File: src/rtl/decode_pkg.sv
// MIPS decode constants, instruction class encoding and the decoded record stored by the pipe.
// No logic of its own; shared by decode_fields and decode_pipe.
package decode_pkg;

  localparam logic [5:0] OP_RTYPE  = 6'h00;
  localparam logic [5:0] OP_REGIMM = 6'h01;
  localparam logic [5:0] OP_J      = 6'h02;
  localparam logic [5:0] OP_JAL    = 6'h03;
  localparam logic [5:0] OP_BEQ    = 6'h04;
  localparam logic [5:0] OP_BNE    = 6'h05;
  localparam logic [5:0] OP_BLEZ   = 6'h06;
  localparam logic [5:0] OP_BGTZ   = 6'h07;
  localparam logic [5:0] OP_ADDI   = 6'h08;
  localparam logic [5:0] OP_ADDIU  = 6'h09;
  localparam logic [5:0] OP_SLTI   = 6'h0A;
  localparam logic [5:0] OP_SLTIU  = 6'h0B;
  localparam logic [5:0] OP_ANDI   = 6'h0C;
  localparam logic [5:0] OP_ORI    = 6'h0D;
  localparam logic [5:0] OP_XORI   = 6'h0E;
  localparam logic [5:0] OP_LUI    = 6'h0F;
  localparam logic [5:0] OP_LB     = 6'h20;
  localparam logic [5:0] OP_LW     = 6'h23;
  localparam logic [5:0] OP_LBU    = 6'h24;
  localparam logic [5:0] OP_SB     = 6'h28;
  localparam logic [5:0] OP_SW     = 6'h2B;

  localparam logic [5:0] F_SLL   = 6'h00;
  localparam logic [5:0] F_SRL   = 6'h02;
  localparam logic [5:0] F_SRA   = 6'h03;
  localparam logic [5:0] F_SLLV  = 6'h04;
  localparam logic [5:0] F_SRLV  = 6'h06;
  localparam logic [5:0] F_SRAV  = 6'h07;
  localparam logic [5:0] F_JR    = 6'h08;
  localparam logic [5:0] F_JALR  = 6'h09;
  localparam logic [5:0] F_MFHI  = 6'h10;
  localparam logic [5:0] F_MFLO  = 6'h12;
  localparam logic [5:0] F_MULT  = 6'h18;
  localparam logic [5:0] F_MULTU = 6'h19;
  localparam logic [5:0] F_DIV   = 6'h1A;
  localparam logic [5:0] F_DIVU  = 6'h1B;
  localparam logic [5:0] F_ADD   = 6'h20;
  localparam logic [5:0] F_ADDU  = 6'h21;
  localparam logic [5:0] F_SUB   = 6'h22;
  localparam logic [5:0] F_SUBU  = 6'h23;
  localparam logic [5:0] F_AND   = 6'h24;
  localparam logic [5:0] F_OR    = 6'h25;
  localparam logic [5:0] F_XOR   = 6'h26;
  localparam logic [5:0] F_NOR   = 6'h27;
  localparam logic [5:0] F_SLT   = 6'h2A;
  localparam logic [5:0] F_SLTU  = 6'h2B;

  localparam logic [4:0] RT_BLTZ = 5'd0;
  localparam logic [4:0] RT_BGEZ = 5'd1;
  localparam logic [4:0] REG_RA  = 5'd31;

  typedef enum logic [1:0] {
    CLS_R   = 2'd0,
    CLS_I   = 2'd1,
    CLS_J   = 2'd2,
    CLS_ILL = 2'd3
  } insn_class_t;

  // PC and immediate are width-parameterised, so they live beside the record.
  typedef struct packed {
    logic [5:0]  opcode;
    logic [4:0]  rs;
    logic [4:0]  rt;
    logic [4:0]  rd;
    logic [4:0]  sa;
    logic [5:0]  func;
    logic [25:0] jtarget;
    insn_class_t cls;
    logic [4:0]  dest;
    logic        regwrite;
  } dec_rec_t;

  function automatic logic r_func_legal(input logic [5:0] f);
    case (f)
      F_SLL, F_SRL, F_SRA, F_SLLV, F_SRLV, F_SRAV, F_JR, F_JALR,
      F_MFHI, F_MFLO, F_MULT, F_MULTU, F_DIV, F_DIVU,
      F_ADD, F_ADDU, F_SUB, F_SUBU, F_AND, F_OR, F_XOR, F_NOR,
      F_SLT, F_SLTU: return 1'b1;
      default:       return 1'b0;
    endcase
  endfunction

endpackage

File: src/rtl/decode_fields.sv
// Combinational MIPS decode: instruction word -> decoded record plus extended immediate.
// Zero latency, no handshake; IMM_WIDTH must be at least 18 so branch offsets fit.
module decode_fields
  import decode_pkg::*;
#(
  parameter int IMM_WIDTH = 32
) (
  input  logic [31:0]          insn,
  output dec_rec_t             rec,
  output logic [IMM_WIDTH-1:0] imm
);

  typedef enum logic [2:0] {
    IMM_ZERO,
    IMM_SEXT,
    IMM_ZEXT,
    IMM_LUI,
    IMM_BR
  } imm_kind_t;

  logic [5:0] opcode;
  logic [5:0] func;
  logic [4:0] rt;
  logic [4:0] rd;
  imm_kind_t  kind;
  insn_class_t cls;
  logic [4:0] dest;
  logic [IMM_WIDTH-1:0] sext;
  logic [IMM_WIDTH-1:0] zext;

  assign opcode = insn[31:26];
  assign func   = insn[5:0];
  assign rt     = insn[20:16];
  assign rd     = insn[15:11];
  assign sext   = {{(IMM_WIDTH-16){insn[15]}}, insn[15:0]};
  assign zext   = {{(IMM_WIDTH-16){1'b0}}, insn[15:0]};

  always_comb begin
    kind = IMM_ZERO;
    cls  = CLS_ILL;
    dest = '0;
    case (opcode)
      OP_RTYPE: begin
        if (r_func_legal(func)) begin
          cls = CLS_R;
          case (func)
            F_MULT, F_MULTU, F_DIV, F_DIVU, F_JR: dest = '0;
            default:                              dest = rd;
          endcase
        end
      end
      OP_REGIMM: begin
        if (rt == RT_BLTZ || rt == RT_BGEZ) begin
          cls  = CLS_I;
          kind = IMM_BR;
        end
      end
      OP_BEQ, OP_BNE, OP_BLEZ, OP_BGTZ: begin
        cls  = CLS_I;
        kind = IMM_BR;
      end
      OP_ADDI, OP_ADDIU, OP_SLTI, OP_SLTIU, OP_LW, OP_LB, OP_LBU: begin
        cls  = CLS_I;
        kind = IMM_SEXT;
        dest = rt;
      end
      OP_SW, OP_SB: begin
        cls  = CLS_I;
        kind = IMM_SEXT;
      end
      OP_ANDI, OP_ORI, OP_XORI: begin
        cls  = CLS_I;
        kind = IMM_ZEXT;
        dest = rt;
      end
      OP_LUI: begin
        cls  = CLS_I;
        kind = IMM_LUI;
        dest = rt;
      end
      OP_J: cls = CLS_J;
      OP_JAL: begin
        cls  = CLS_J;
        dest = REG_RA;
      end
      default: ;
    endcase
  end

  // LUI and branch shifts drop bits above IMM_WIDTH when the output is narrow.
  always_comb begin
    imm = '0;
    case (kind)
      IMM_SEXT: imm = sext;
      IMM_ZEXT: imm = zext;
      IMM_LUI:  imm = zext << 16;
      IMM_BR:   imm = sext << 2;
      default:  imm = '0;
    endcase
  end

  always_comb begin
    rec          = '0;
    rec.opcode   = opcode;
    rec.rs       = insn[25:21];
    rec.rt       = rt;
    rec.rd       = rd;
    rec.sa       = insn[10:6];
    rec.func     = func;
    rec.jtarget  = insn[25:0];
    rec.cls      = cls;
    rec.dest     = dest;
    rec.regwrite = (dest != 5'd0) && (cls != CLS_ILL);
  end

endmodule

File: src/rtl/decode_pipe.sv
// Pipelined MIPS decode stage, 1-cycle latency, full throughput; flush drops everything held.
// SKID=1: out register plus one skid entry, in_ready registered; SKID=0: single entry, in_ready combinational.
module decode_pipe
  import decode_pkg::*;
#(
  parameter int PC_WIDTH  = 32,
  parameter int IMM_WIDTH = 32,
  parameter bit SKID      = 1'b1
) (
  input  logic                 clock,
  input  logic                 reset,
  input  logic                 flush,
  input  logic                 in_valid,
  output logic                 in_ready,
  input  logic [31:0]          in_insn,
  input  logic [PC_WIDTH-1:0]  in_pc,
  output logic                 out_valid,
  input  logic                 out_ready,
  output logic [PC_WIDTH-1:0]  out_pc,
  output logic [5:0]           out_opcode,
  output logic [4:0]           out_rs,
  output logic [4:0]           out_rt,
  output logic [4:0]           out_rd,
  output logic [4:0]           out_sa,
  output logic [5:0]           out_func,
  output logic [IMM_WIDTH-1:0] out_imm,
  output logic [25:0]          out_jtarget,
  output logic [1:0]           out_class,
  output logic [4:0]           out_dest,
  output logic                 out_regwrite
);

  dec_rec_t             dec_rec;
  logic [IMM_WIDTH-1:0] dec_imm;

  dec_rec_t             out_rec;
  logic [IMM_WIDTH-1:0] out_imm_q;
  logic [PC_WIDTH-1:0]  out_pc_q;

  logic                 skid_valid;
  dec_rec_t             skid_rec;
  logic [IMM_WIDTH-1:0] skid_imm;
  logic [PC_WIDTH-1:0]  skid_pc;

  logic out_free;
  logic accept;

  decode_fields #(
    .IMM_WIDTH(IMM_WIDTH)
  ) u_fields (
    .insn(in_insn),
    .rec (dec_rec),
    .imm (dec_imm)
  );

  assign out_free = !out_valid || out_ready;
  assign in_ready = SKID ? !skid_valid : out_free;
  assign accept   = in_valid && in_ready;

  // With SKID=0 in_ready equals out_free, so the skid branch is never taken.
  always_ff @(posedge clock or posedge reset) begin
    if (reset) begin
      out_valid  <= 1'b0;
      out_rec    <= '0;
      out_imm_q  <= '0;
      out_pc_q   <= '0;
      skid_valid <= 1'b0;
      skid_rec   <= '0;
      skid_imm   <= '0;
      skid_pc    <= '0;
    end else if (flush) begin
      out_valid  <= 1'b0;
      skid_valid <= 1'b0;
    end else if (out_free) begin
      if (skid_valid) begin
        out_valid  <= 1'b1;
        out_rec    <= skid_rec;
        out_imm_q  <= skid_imm;
        out_pc_q   <= skid_pc;
        skid_valid <= 1'b0;
      end else if (accept) begin
        out_valid <= 1'b1;
        out_rec   <= dec_rec;
        out_imm_q <= dec_imm;
        out_pc_q  <= in_pc;
      end else begin
        out_valid <= 1'b0;
      end
    end else if (accept) begin
      skid_valid <= 1'b1;
      skid_rec   <= dec_rec;
      skid_imm   <= dec_imm;
      skid_pc    <= in_pc;
    end
  end

  assign out_pc       = out_pc_q;
  assign out_imm      = out_imm_q;
  assign out_opcode   = out_rec.opcode;
  assign out_rs       = out_rec.rs;
  assign out_rt       = out_rec.rt;
  assign out_rd       = out_rec.rd;
  assign out_sa       = out_rec.sa;
  assign out_func     = out_rec.func;
  assign out_jtarget  = out_rec.jtarget;
  assign out_class    = out_rec.cls;
  assign out_dest     = out_rec.dest;
  assign out_regwrite = out_rec.regwrite;

endmodule

File: config.mk
export PLATFORM = sky130hd
export DESIGN_NAME = decode_pipe
export DESIGN_NICKNAME = d
export VERILOG_FILES = /design/src/rtl/decode_pkg.sv /design/src/rtl/decode_fields.sv /design/src/rtl/decode_pipe.sv
export SDC_FILE = /design/constraint.sdc
export NUM_CORES = 1
export LEC_CHECK = 0
export CAP_MARGIN = 0
export CORE_MARGIN = 2
export CORE_UTILIZATION = 51
export DETAILED_ROUTE_END_ITERATION = 10
export PLACE_DENSITY = 0.83
export SETUP_SLACK_MARGIN = 0.2
export SLEW_MARGIN = 0
export SYNTH_ARGS = -nofsm -noshare
export SYNTH_HDL_FRONTEND = slang
export SYNTH_SLANG_ARGS = --single-unit
File: constraint.sdc
create_clock -name clock -period 7.88 [get_ports clock]
set_input_delay 1.576 -clock clock [delete_from_list [all_inputs] [get_ports clock]]
set_output_delay 1.576 -clock clock [all_outputs]
set_load 0.01 [all_outputs]
==> results of run 1 <==
==> metrics by stage <==
| stage | power (uW) | hold WS, ns | area (sq um) | std cells |
|---|---|---|---|---|
| 2_1_floorplan | 1650 | 0.442 | 9580 | 995 |
| 3_3_place_gp | 1920 | 0.455 | 11400 | 1336 |
| 3_5_place_dp | 1940 | 0.463 | 11400 | 1336 |
| 4_1_cts | 3010 | 0.476 | 12100 | 1377 |
| 5_1_grt | 3130 | 0.490 | 12100 | 1377 |
| 6_report | 2990 | 0.473 | 12100 | 1377 |
==> per-layer routing <==
layer  vias to the layer above  global-route usage
met5                         -                   0
met4                         0              0.0868
met3                        53              0.0391
met2                       249               0.396
met1                      3731               0.347
li1                       3582                   -
==> flip-flops by register name (all words and copies together) (netlist names) <==
signal        flops
out_regwrite      1
out_opcode        6
out_rt            4
out_rd            4
out_sa            4
out_rs            4
skid_imm         32
out_valid         1
skid_pc          32
out_jtarget       5
skid_valid        1
out_dest          5
out_func          5
skid_rec         40
out_pc           32
out_imm          32
out_class         2
==> cell usage in the layout (no fill, tap or decap), types with 2 or more instances in the layout <==
master           synthesis  routed
nand2_1                321     319
dfrtp_1                210     209
clkdlybuf4s50_1          0     200
o21ai_0                109     109
mux2i_1                 68      68
o21ai_1                 33      33
clkbuf_16                0      23
a21oi_1                 22      22
mux2_2                  20      20
and3_1                  15      15
nor2_1                  14      14
a22oi_1                 14      14
a21oi_2                 11      11
buf_4                   29       7
clkbuf_1                44       6
clkinv_2                 0       6
a221o_1                  5       5
o211ai_1                 4       4
nor3_1                   4       4
nor2b_1                  4       4
clkbuf_8                 0       4
nand2b_1                 3       3
o21a_1                   3       3
nand3_1                  2       2
nor3_2                   2       2
a2111oi_0                2       2
a211oi_1                 2       2
nand2_4                  0       2
inv_1                    3       2
bufinv_16                0       2
==> kinds of logic (layout without fill, tap and decap cells) <==
logic type / after synthesis / in the layout / share of synthesized area
buffers and inverters: 104 / 252 / 0.0594
DFF: 210 / 210 / 0.549
muxes: 88 / 88 / 0.0946
and+or+nand+nor: 377 / 377 / 0.163
AOI/OAI and AO/OA: 216 / 216 / 0.134
==> Yosys cell counts, types with 5 or more instances <==
master    count
a221o_1       5
clkbuf_1     44
mux2i_1      68
nand2_1     321
o21ai_1      33
buf_2        19
dfrtp_1     210
buf_4        29
a21oi_1      22
a22oi_1      14
mux2_2       20
a21oi_2      11
nor2_1       14
and3_1       15
o21ai_0     109
==> how the worst max path moves through the flow <==
stage / cells past startpoint / slack [ns] / startpoint / end
after global routing: 2 / 3.90 / skid_valid / in_ready
final: 2 / 3.97 / skid_valid / in_ready
after floorplan: 1 / 0.57 / reset / out_class[0]
after detailed placement: 7 / 3.60 / in_insn[31] / out_imm[15]
after CTS: 2 / 3.97 / skid_valid / in_ready
after global placement: 7 / 3.75 / in_insn[31] / out_imm[13]
==> layout make-up <==
class,instances,area share
flip-flops and latches,210,0.433
multi-input cells,681,0.311
repair buffers,207,0.169
clock buffers,33,0.0538
well taps,234,0.0241
clock inverters,8,0.00742
inverters,4,0.00185
==> power by group <==
group	internal, uW	switching, uW	total (uW)	leakage, uW
Clock	640	424	1060	0.000371
Sequential	1250	108	1360	0.00270
Combinational	290	272	562	0.00231
Total	2180	804	2990	0.00538
==> worst min-delay path, stage by stage, from the launching register on <==
cell and delay [ns]:
dfrtp_1 0.34, nand2_1 0.05, nand2_1 0.06
==> flow_metrics.py, run 1 <==
metrics = {
    "outcome": {
        "status": "completed",
    },
    "final_layout": {
        "area.growth.synth_to_final_pct": 26.9,
        "num_antenna_cells": 0,
        "drive_gt1_frac": 0.0805,
        "nNetsFinal": 1196,
        "multi_input_area_sq_um": 3780,
        "utilization": 0.654,
        "seq_area_sq_um": 5260,
        "n_fill_cell": 1474,
    },
    "yosys": {
        "synth_ff_type": "dfrtp_1",
        "async_flop_share": 1.00,
        "synth_cells": 995,
        "ys_ff_latch": 210,
        "yosys.area.top_type": "dfrtp_1",
        "ys_types": 50,
        "syn_area_sq_um": 9580,
        "synth_area_per_cell_sq_um": 9.62,
        "synth_nets": 1064,
        "synthTopCellsByArea": "dfrtp_1, nand2_1, mux2i_1",
        "synth_top_area_share": 0.549,
        "synth_edf_count": 0,
        "synth-seq-area-share": 0.549,
        "ys_warn_count": 0,
    },
    "cts": {
        "cts_tree": "done",
        "insertion_delay_ns": 0.50,
        "clock_sinks": 210,
        "htree_levels": 1,
        "clkTransAtPathRegs_ns": 0.06,
        "cts_resized": 0,
        "cts-root-buf": "clkbuf_16",
        "cts_hold_buf": 0,
        "cts_buffers": 23,
        "clockBufferDepth": 3,
        "post_cts_buffers": 0,
    },
    "timing": {
        "worstMarginPinSlew_ns": 1.06,
        "fin_worst_skew_ns": 0.00989,
        "period_share": 0.496,
        "hold_viol_final": 0,
        "rsz0062_at_grt": "false",
        "fmax_ghz": 0.256,
        "fin_ws_ns": 3.97,
        "fin_setup_tns_ns": 0,
        "slew_headroom": 0.296,
        "drv_slew": 0,
        "period_minus_slack_ns": 3.91,
        "finalSetupViolCount": 0,
    },
    "power_and_ir_drop": {
        "powerDensity_nw_per_um2": 246,
        "cellLeakagePower_uw": 0.00538,
        "vdd_drop_max_mv": 0.140,
    },
    "critical_path": {
        "cp_num_buf_inv": 2,
        "path_cells": "inv_2 -> clkdlybuf4s50_1",
        "crit_path_max_fanout": 55,
        "r2r_end": "out_regwrite",
        "critPathTopFamily": "flip-flops",
        "critical_path_class": "flip-flop to primary output",
        "regToRegStartpoint": "skid_valid",
        "critPathRequiredTime_ns": 6.30,
        "cp-end-kind": "primary output",
        "cp.arrival_ns": 2.34,
        "setup.worst_path.start_class": "flip-flop",
        "ff2ff_path_depth": 7,
        "slowest_stage": "dfrtp_4",
        "reg2reg_slack_ns": 4.77,
        "slowest_delay_ns": 0.97,
    },
    "global_route": {
        "gr-usage-all-layers": 0.248,
        "antenna_found_initial": 0,
        "grt_max_degree": 155,
        "gr-total-overflow": 0,
        "grt_pass1_wl_mm": 39.6,
        "grt_pass1_vias": 7613,
    },
    "min_path": {
        "whs_path_depth": 2,
        "hold_path.class": "flip-flop to flip-flop",
        "holdPathEnd": "skid_pc[31]",
        "min-delay-start": "skid_pc[31]",
    },
    "routing": {
        "via_per_inst": 5.53,
        "firstDrtPassIters": 5,
        "routedWlPerCell_um": 17.8,
        "wl_met1_mm": 10.8,
        "num_vias": 7615,
        "ant_nets": 0,
        "top_layer": "met4",
        "drt-total-wl_mm": 24.6,
        "wl_met2_mm": 11.7,
        "drc_errors": 0,
        "dr_wl_met3_mm": 1.37,
        "dr.first_iter.drc_count": 638,
    },
    "floorplan": {
        "dieArea_sq_um": 19900,
        "core_area_sq_um": 18600,
        "die_w_um": 141,
        "die_y_um": 141,
        "start_util": 0.515,
        "io_pins": 201,
        "num_rows": 50,
    },
    "placed_design": {
        "place_congestion": 0.834,
        "place_ws_ns": 3.60,
        "numPortBuffers": 200,
        "dpl.hpwl_mm": 15.4,
    },
    "flow_run": {
        "drv_cap": 0,
    },
}
No activity file was read; power rests on OpenSTA's default activity.
==> inputs of run 2 (changes only) <==
==> constraint.sdc (replaced) <==
create_clock -name clock -period 3.7 [get_ports clock]
set_input_delay 0.74 -clock clock [delete_from_list [all_inputs] [get_ports clock]]
set_output_delay 0.74 -clock clock [all_outputs]
set_load 0.01 [all_outputs]
==> run 2 against run 1 <==
Compared with the run above:
- global-route usage is essentially flat
- clock power up 100%
- register-to-register slack got worse by 3.8 ns
- die area is the same
- power increased by 110%
- cell count grew 0.29%
- highest routed layer unchanged
- routed wire length shrank 0.24%
- flip-flop and latch count unchanged
- worst hold slack worse by 0.0016 ns
- clock skew increased by 0.0013 ns
- first-iteration DRC count up 3.4%
==> flow_metrics.py, run 2 (synthesis gave the netlist of run 1 again) <==
metrics = {
    "floorplan": {
        "start_util": 0.515,
        "core_area_sq_um": 18600,
        "dieArea_sq_um": 19900,
        "die_y_um": 141,
        "num_rows": 50,
        "die_w_um": 141,
        "io_pins": 201,
    },
    "global_route": {
        "antenna_found_initial": 0,
        "gr-total-overflow": 0,
        "gr-usage-all-layers": 0.247,
        "use_met2": 0.398,
        "grt_use_met1": 0.339,
        "grt_pass1_vias": 7664,
        "busiest_layer": "met2",
        "grt_max_degree": 129,
        "grt_use_met3": 0.0513,
        "grt_pass1_wl_mm": 39.7,
    },
    "critical_path": {
        "reg2reg_slack_ns": 0.97,
        "regToRegStartpoint": "skid_valid",
        "cp.arrival_ns": 2.26,
        "cp-end-kind": "primary output",
        "critPathRequiredTime_ns": 2.96,
        "setup.worst_path.start_class": "flip-flop",
        "critical_path_class": "flip-flop to primary output",
        "crit_path_max_fanout": 47,
        "ff2ff_path_depth": 5,
        "r2r_end": "out_imm[16]",
    },
    "final_layout": {
        "final_cell_mix": "nand2_1, dfrtp_1, clkdlybuf4s50_1, o21ai_0, mux2i_1",
        "nNetsFinal": 1203,
        "top_register": "skid_rec",
        "n_fill_cell": 1447,
        "largest_reg_flops": 40,
        "drive_gt1_frac": 0.0854,
        "area.growth.synth_to_final_pct": 27.5,
        "final_common_cell": "nand2_1",
        "num_antenna_cells": 0,
    },
    "min_path": {
        "holdPathEnd": "skid_pc[26]",
        "hold_path.class": "flip-flop to flip-flop",
        "min-delay-start": "skid_pc[26]",
        "whs_path_depth": 2,
    },
    "cts": {
        "cts-root-buf": "clkbuf_16",
        "clockBufferDepth": 3,
        "clock_sinks": 210,
        "insertion_delay_ns": 0.50,
        "post_cts_buffers": 0,
        "htree_levels": 1,
        "cts_hold_buf": 0,
        "clkTransAtPathRegs_ns": 0.06,
        "cts_tree": "done",
        "cts_resized": 0,
        "cts_buffers": 22,
    },
    "timing": {
        "slew_headroom": 0.337,
        "drv_slew": 0,
        "fmax_ghz": 0.333,
        "period_minus_slack_ns": 3.00,
        "fin_worst_skew_ns": 0.0112,
        "rsz0062_at_grt": "false",
        "hold_slack_ns": 0.471,
        "fin_setup_tns_ns": 0,
        "period_share": 0.811,
        "worstMarginPinSlew_ns": 0.994,
        "hold_viol_final": 0,
        "finalSetupViolCount": 0,
    },
    "routing": {
        "firstDrtPassIters": 5,
        "ant_nets": 0,
        "routedWlPerCell_um": 17.7,
        "num_vias": 7701,
        "dr.first_iter.drc_count": 660,
        "drt-total-wl_mm": 24.5,
        "via_per_inst": 5.58,
        "drc_errors": 0,
    },
    "placed_design": {
        "dpl.hpwl_mm": 16.0,
        "numPortBuffers": 200,
        "place_congestion": 0.874,
    },
    "power_and_ir_drop": {
        "cellLeakagePower_uw": 0.00541,
        "vdd_drop_max_mv": 0.256,
        "powerDensity_nw_per_um2": 510,
    },
    "flow_run": {
        "drv_cap": 0,
    },
    "outcome": {
        "status": "completed",
    },
}
## run 2: power breakdown
group          total (uW)  leakage, uW  internal, uW  switching, uW
Clock                2120     0.000347          1250            870
Combinational        1210      0.00236           629            582
Sequential           2900      0.00270          2670            231
## run 2: layer usage
metal / share of wire / routed length [um] / up-vias
li1: - / - / 3604
met1: 0.43 / 10500 / 3722
met2: 0.47 / 11500 / 310
met3: 0.073 / 1780 / 65
met4: 0.030 / 733 / 0
met5: 0 / 0 / -
## run 2: how the worst max path moves through the flow
stage / startpoint / endpoint / cells after the start
after floorplan: reset / out_class[0] / 1
after global placement: in_insn[27] / out_imm[30] / 7
after detailed placement: in_insn[27] / out_imm[27] / 7
after CTS: skid_valid / in_ready / 2
after global routing: skid_valid / in_ready / 2
final: skid_valid / in_ready / 2
## run 2: critical path: stages (launching register included)
cell             delay, ns
dfrtp_4               0.91
inv_2                 0.29
clkdlybuf4s50_1       0.56
## run 2: cell type report
class	count	area, sq um	share of cell area
Inverter	4	18.8	0.00154
Clock inverter	4	20.0	0.00164
Multi-Input combinational cell	681	3780	0.309
Tap cell	234	293	0.0240
Sequential cell	210	5260	0.431
Timing Repair Buffer	215	2160	0.177
Clock buffer	33	673	0.0552
## run 2: metrics by stage
step / cell area, sq um / util / power [uW] / cells / setup slack (ns)
floorplan: 9580 / - / 3520 / 995 / 0.232
global placement: 11500 / 0.620 / 4090 / 1344 / 0.605
detailed placement: 11500 / 0.620 / 4150 / 1344 / 0.563
CTS: 12200 / 0.657 / 6270 / 1381 / 0.690
global route: 12200 / 0.657 / 6540 / 1381 / 0.622
finish: 12200 / 0.657 / 6230 / 1381 / 0.699
==> inputs of run 3 (changes only) <==
--- a/config.mk
+++ b/config.mk
@@ -7,9 +7,9 @@
 export LEC_CHECK = 0
 export CAP_MARGIN = 0
 export CORE_MARGIN = 2
-export CORE_UTILIZATION = 51
+export CORE_UTILIZATION = 46
 export DETAILED_ROUTE_END_ITERATION = 10
-export PLACE_DENSITY = 0.83
+export PLACE_DENSITY = 0.79
 export SETUP_SLACK_MARGIN = 0.2
 export SLEW_MARGIN = 0
 export SYNTH_ARGS = -nofsm -noshare
==> constraint.sdc (replaced) <==
create_clock -name clock -period 2.75 [get_ports clock]
set_input_delay 0.55 -clock clock [delete_from_list [all_inputs] [get_ports clock]]
set_output_delay 0.55 -clock clock [all_outputs]
set_load 0.01 [all_outputs]
==> run 3 against run 2 <==
Compared with the run above:
- die area rose by 11%
- register-to-register slack worse by 0.08 ns
- non-clock buffer count is 25 higher
- combinational power up 38%
- setup slack worse by 0.34 ns
- critical path depth is the same
- cell count grew 4.7%
- flip-flop and latch count unchanged
- sequential share of layout area fell by 1.3 points
- utilization is 3.9 points lower
- highest routed layer unchanged
==> flow_metrics.py, run 3 (synthesis gave the netlist of run 1 again) <==
metrics = {
    "outcome": {
        "status": "completed",
    },
    "final_layout": {
        "top_register": "skid_rec",
        "multi_input_area_sq_um": 3780,
        "nNetsFinal": 1229,
        "final_common_cell": "nand2_1",
        "largest_reg_flops": 40,
        "final_cell_mix": "nand2_1, dfrtp_1, clkdlybuf4s50_1, o21ai_0, mux2i_1",
        "fin_cells": 1446,
        "area.growth.synth_to_final_pct": 31.3,
        "utilization": 0.618,
        "seq_area_sq_um": 5260,
        "drive_gt1_frac": 0.108,
        "n_fill_cell": 1682,
    },
    "timing": {
        "finalSetupViolCount": 0,
        "hold_viol_final": 0,
        "fmax_ghz": 0.419,
        "period_minus_slack_ns": 2.39,
        "slew_headroom": 0.520,
        "worstMarginPinSlew_ns": 0.720,
        "fin_ws_ns": 0.361,
        "drv_slew": 0,
        "fin_worst_skew_ns": 0.0164,
        "fin_setup_tns_ns": 0,
        "rsz0062_at_grt": "false",
        "period_share": 0.869,
    },
    "floorplan": {
        "die_w_um": 148,
        "core_area_sq_um": 20400,
        "num_rows": 52,
        "dieArea_sq_um": 22000,
        "start_util": 0.470,
        "die_y_um": 148,
        "io_pins": 201,
    },
    "routing": {
        "num_vias": 7683,
        "routedWlPerCell_um": 17.4,
        "firstDrtPassIters": 5,
        "drt-total-wl_mm": 25.1,
        "via_per_inst": 5.31,
        "dr.first_iter.drc_count": 554,
        "ant_nets": 0,
        "drc_errors": 0,
    },
    "critical_path": {
        "regToRegStartpoint": "skid_valid",
        "critical_path_class": "flip-flop to primary output",
        "cp.arrival_ns": 1.84,
        "startpoint": "skid_valid",
        "critPathRequiredTime_ns": 2.20,
        "reg2reg_slack_ns": 0.89,
        "crit_path_max_fanout": 9,
        "cp-end-kind": "primary output",
        "setup.worst_path.start_class": "flip-flop",
    },
    "power_and_ir_drop": {
        "vdd_drop_max_mv": 0.397,
        "cellLeakagePower_uw": 0.00558,
        "p_total_uw": 8600,
        "powerDensity_nw_per_um2": 684,
    },
    "global_route": {
        "grt_pass1_vias": 7566,
        "gr-total-overflow": 0,
        "gr-usage-all-layers": 0.230,
        "antenna_found_initial": 1,
        "grt_pass1_wl_mm": 40.6,
        "grt_max_degree": 118,
    },
    "cts": {
        "post_cts_buffers": 0,
        "cts_hold_buf": 0,
        "cts_resized": 0,
        "cts-root-buf": "clkbuf_16",
        "clock_sinks": 210,
        "clockBufferDepth": 3,
        "htree_levels": 1,
        "clkTransAtPathRegs_ns": 0.06,
        "cts_tree": "done",
        "cts_buffers": 23,
        "insertion_delay_ns": 0.50,
    },
    "placed_design": {
        "place_congestion": 0.844,
        "dpl.hpwl_mm": 16.9,
        "numPortBuffers": 200,
        "dp_cells": 1405,
        "place_ws_ns": 0.0592,
    },
    "flow_run": {
        "drv_cap": 0,
    },
    "min_path": {
        "hold_path.class": "input port to async pin",
    },
}
## run 3: routing by layer
layer  routed length, um  GRT usage  vias to the layer above
li1                    -          -                     3663
met1               11100      0.328                     3713
met2               11800      0.360                      250
met3                1640     0.0414                       57
met4                 667     0.0700                        0
met5                   0          0                        -
## run 3: area by class of cell
type / instances / area share
Clock buffer: 34 / 0.0554
Multi-Input combinational cell: 681 / 0.300
Tap cell: 270 / 0.0269
Sequential cell: 210 / 0.418
Clock inverter: 6 / 0.00458
Timing Repair Buffer: 240 / 0.193
Antenna cell: 1 / 0.000199
Inverter: 4 / 0.00149
## run 3: worst max-delay path, stage by stage (launching register included)
cell	delay, ns
dfrtp_4	0.51
inv_2	0.22
clkdlybuf4s50_1	0.60
## run 3: path summary, 6_finish.rpt
| path | endpoint | cells after the start |
|---|---|---|
| min in group clock | skid_pc[4] | 2 |
| max in group asynchronous | skid_valid | 3 |
| min reg2reg | skid_pc[4] | 2 |
| min | skid_pc[9] | 2 |
| max | in_ready | 2 |
| max reg2reg | skid_rec[0] | 5 |
## run 3: metrics by stage
| step | instance area [sq um] | hold slack (ns) |
|---|---|---|
| floorplan | 9580 | 0.442 |
| global placement | 11800 | 0.453 |
| detailed placement | 11800 | 0.462 |
| CTS | 12600 | 0.435 |
| global route | 12600 | 0.468 |
| finish | 12600 | 0.430 |
## run 3: power breakdown
part	switching (uW)	total (uW)	internal (uW)
sequential	302	3900	3590
clock	1200	3040	1840
combinational	788	1670	879
total	2290	8600	6310
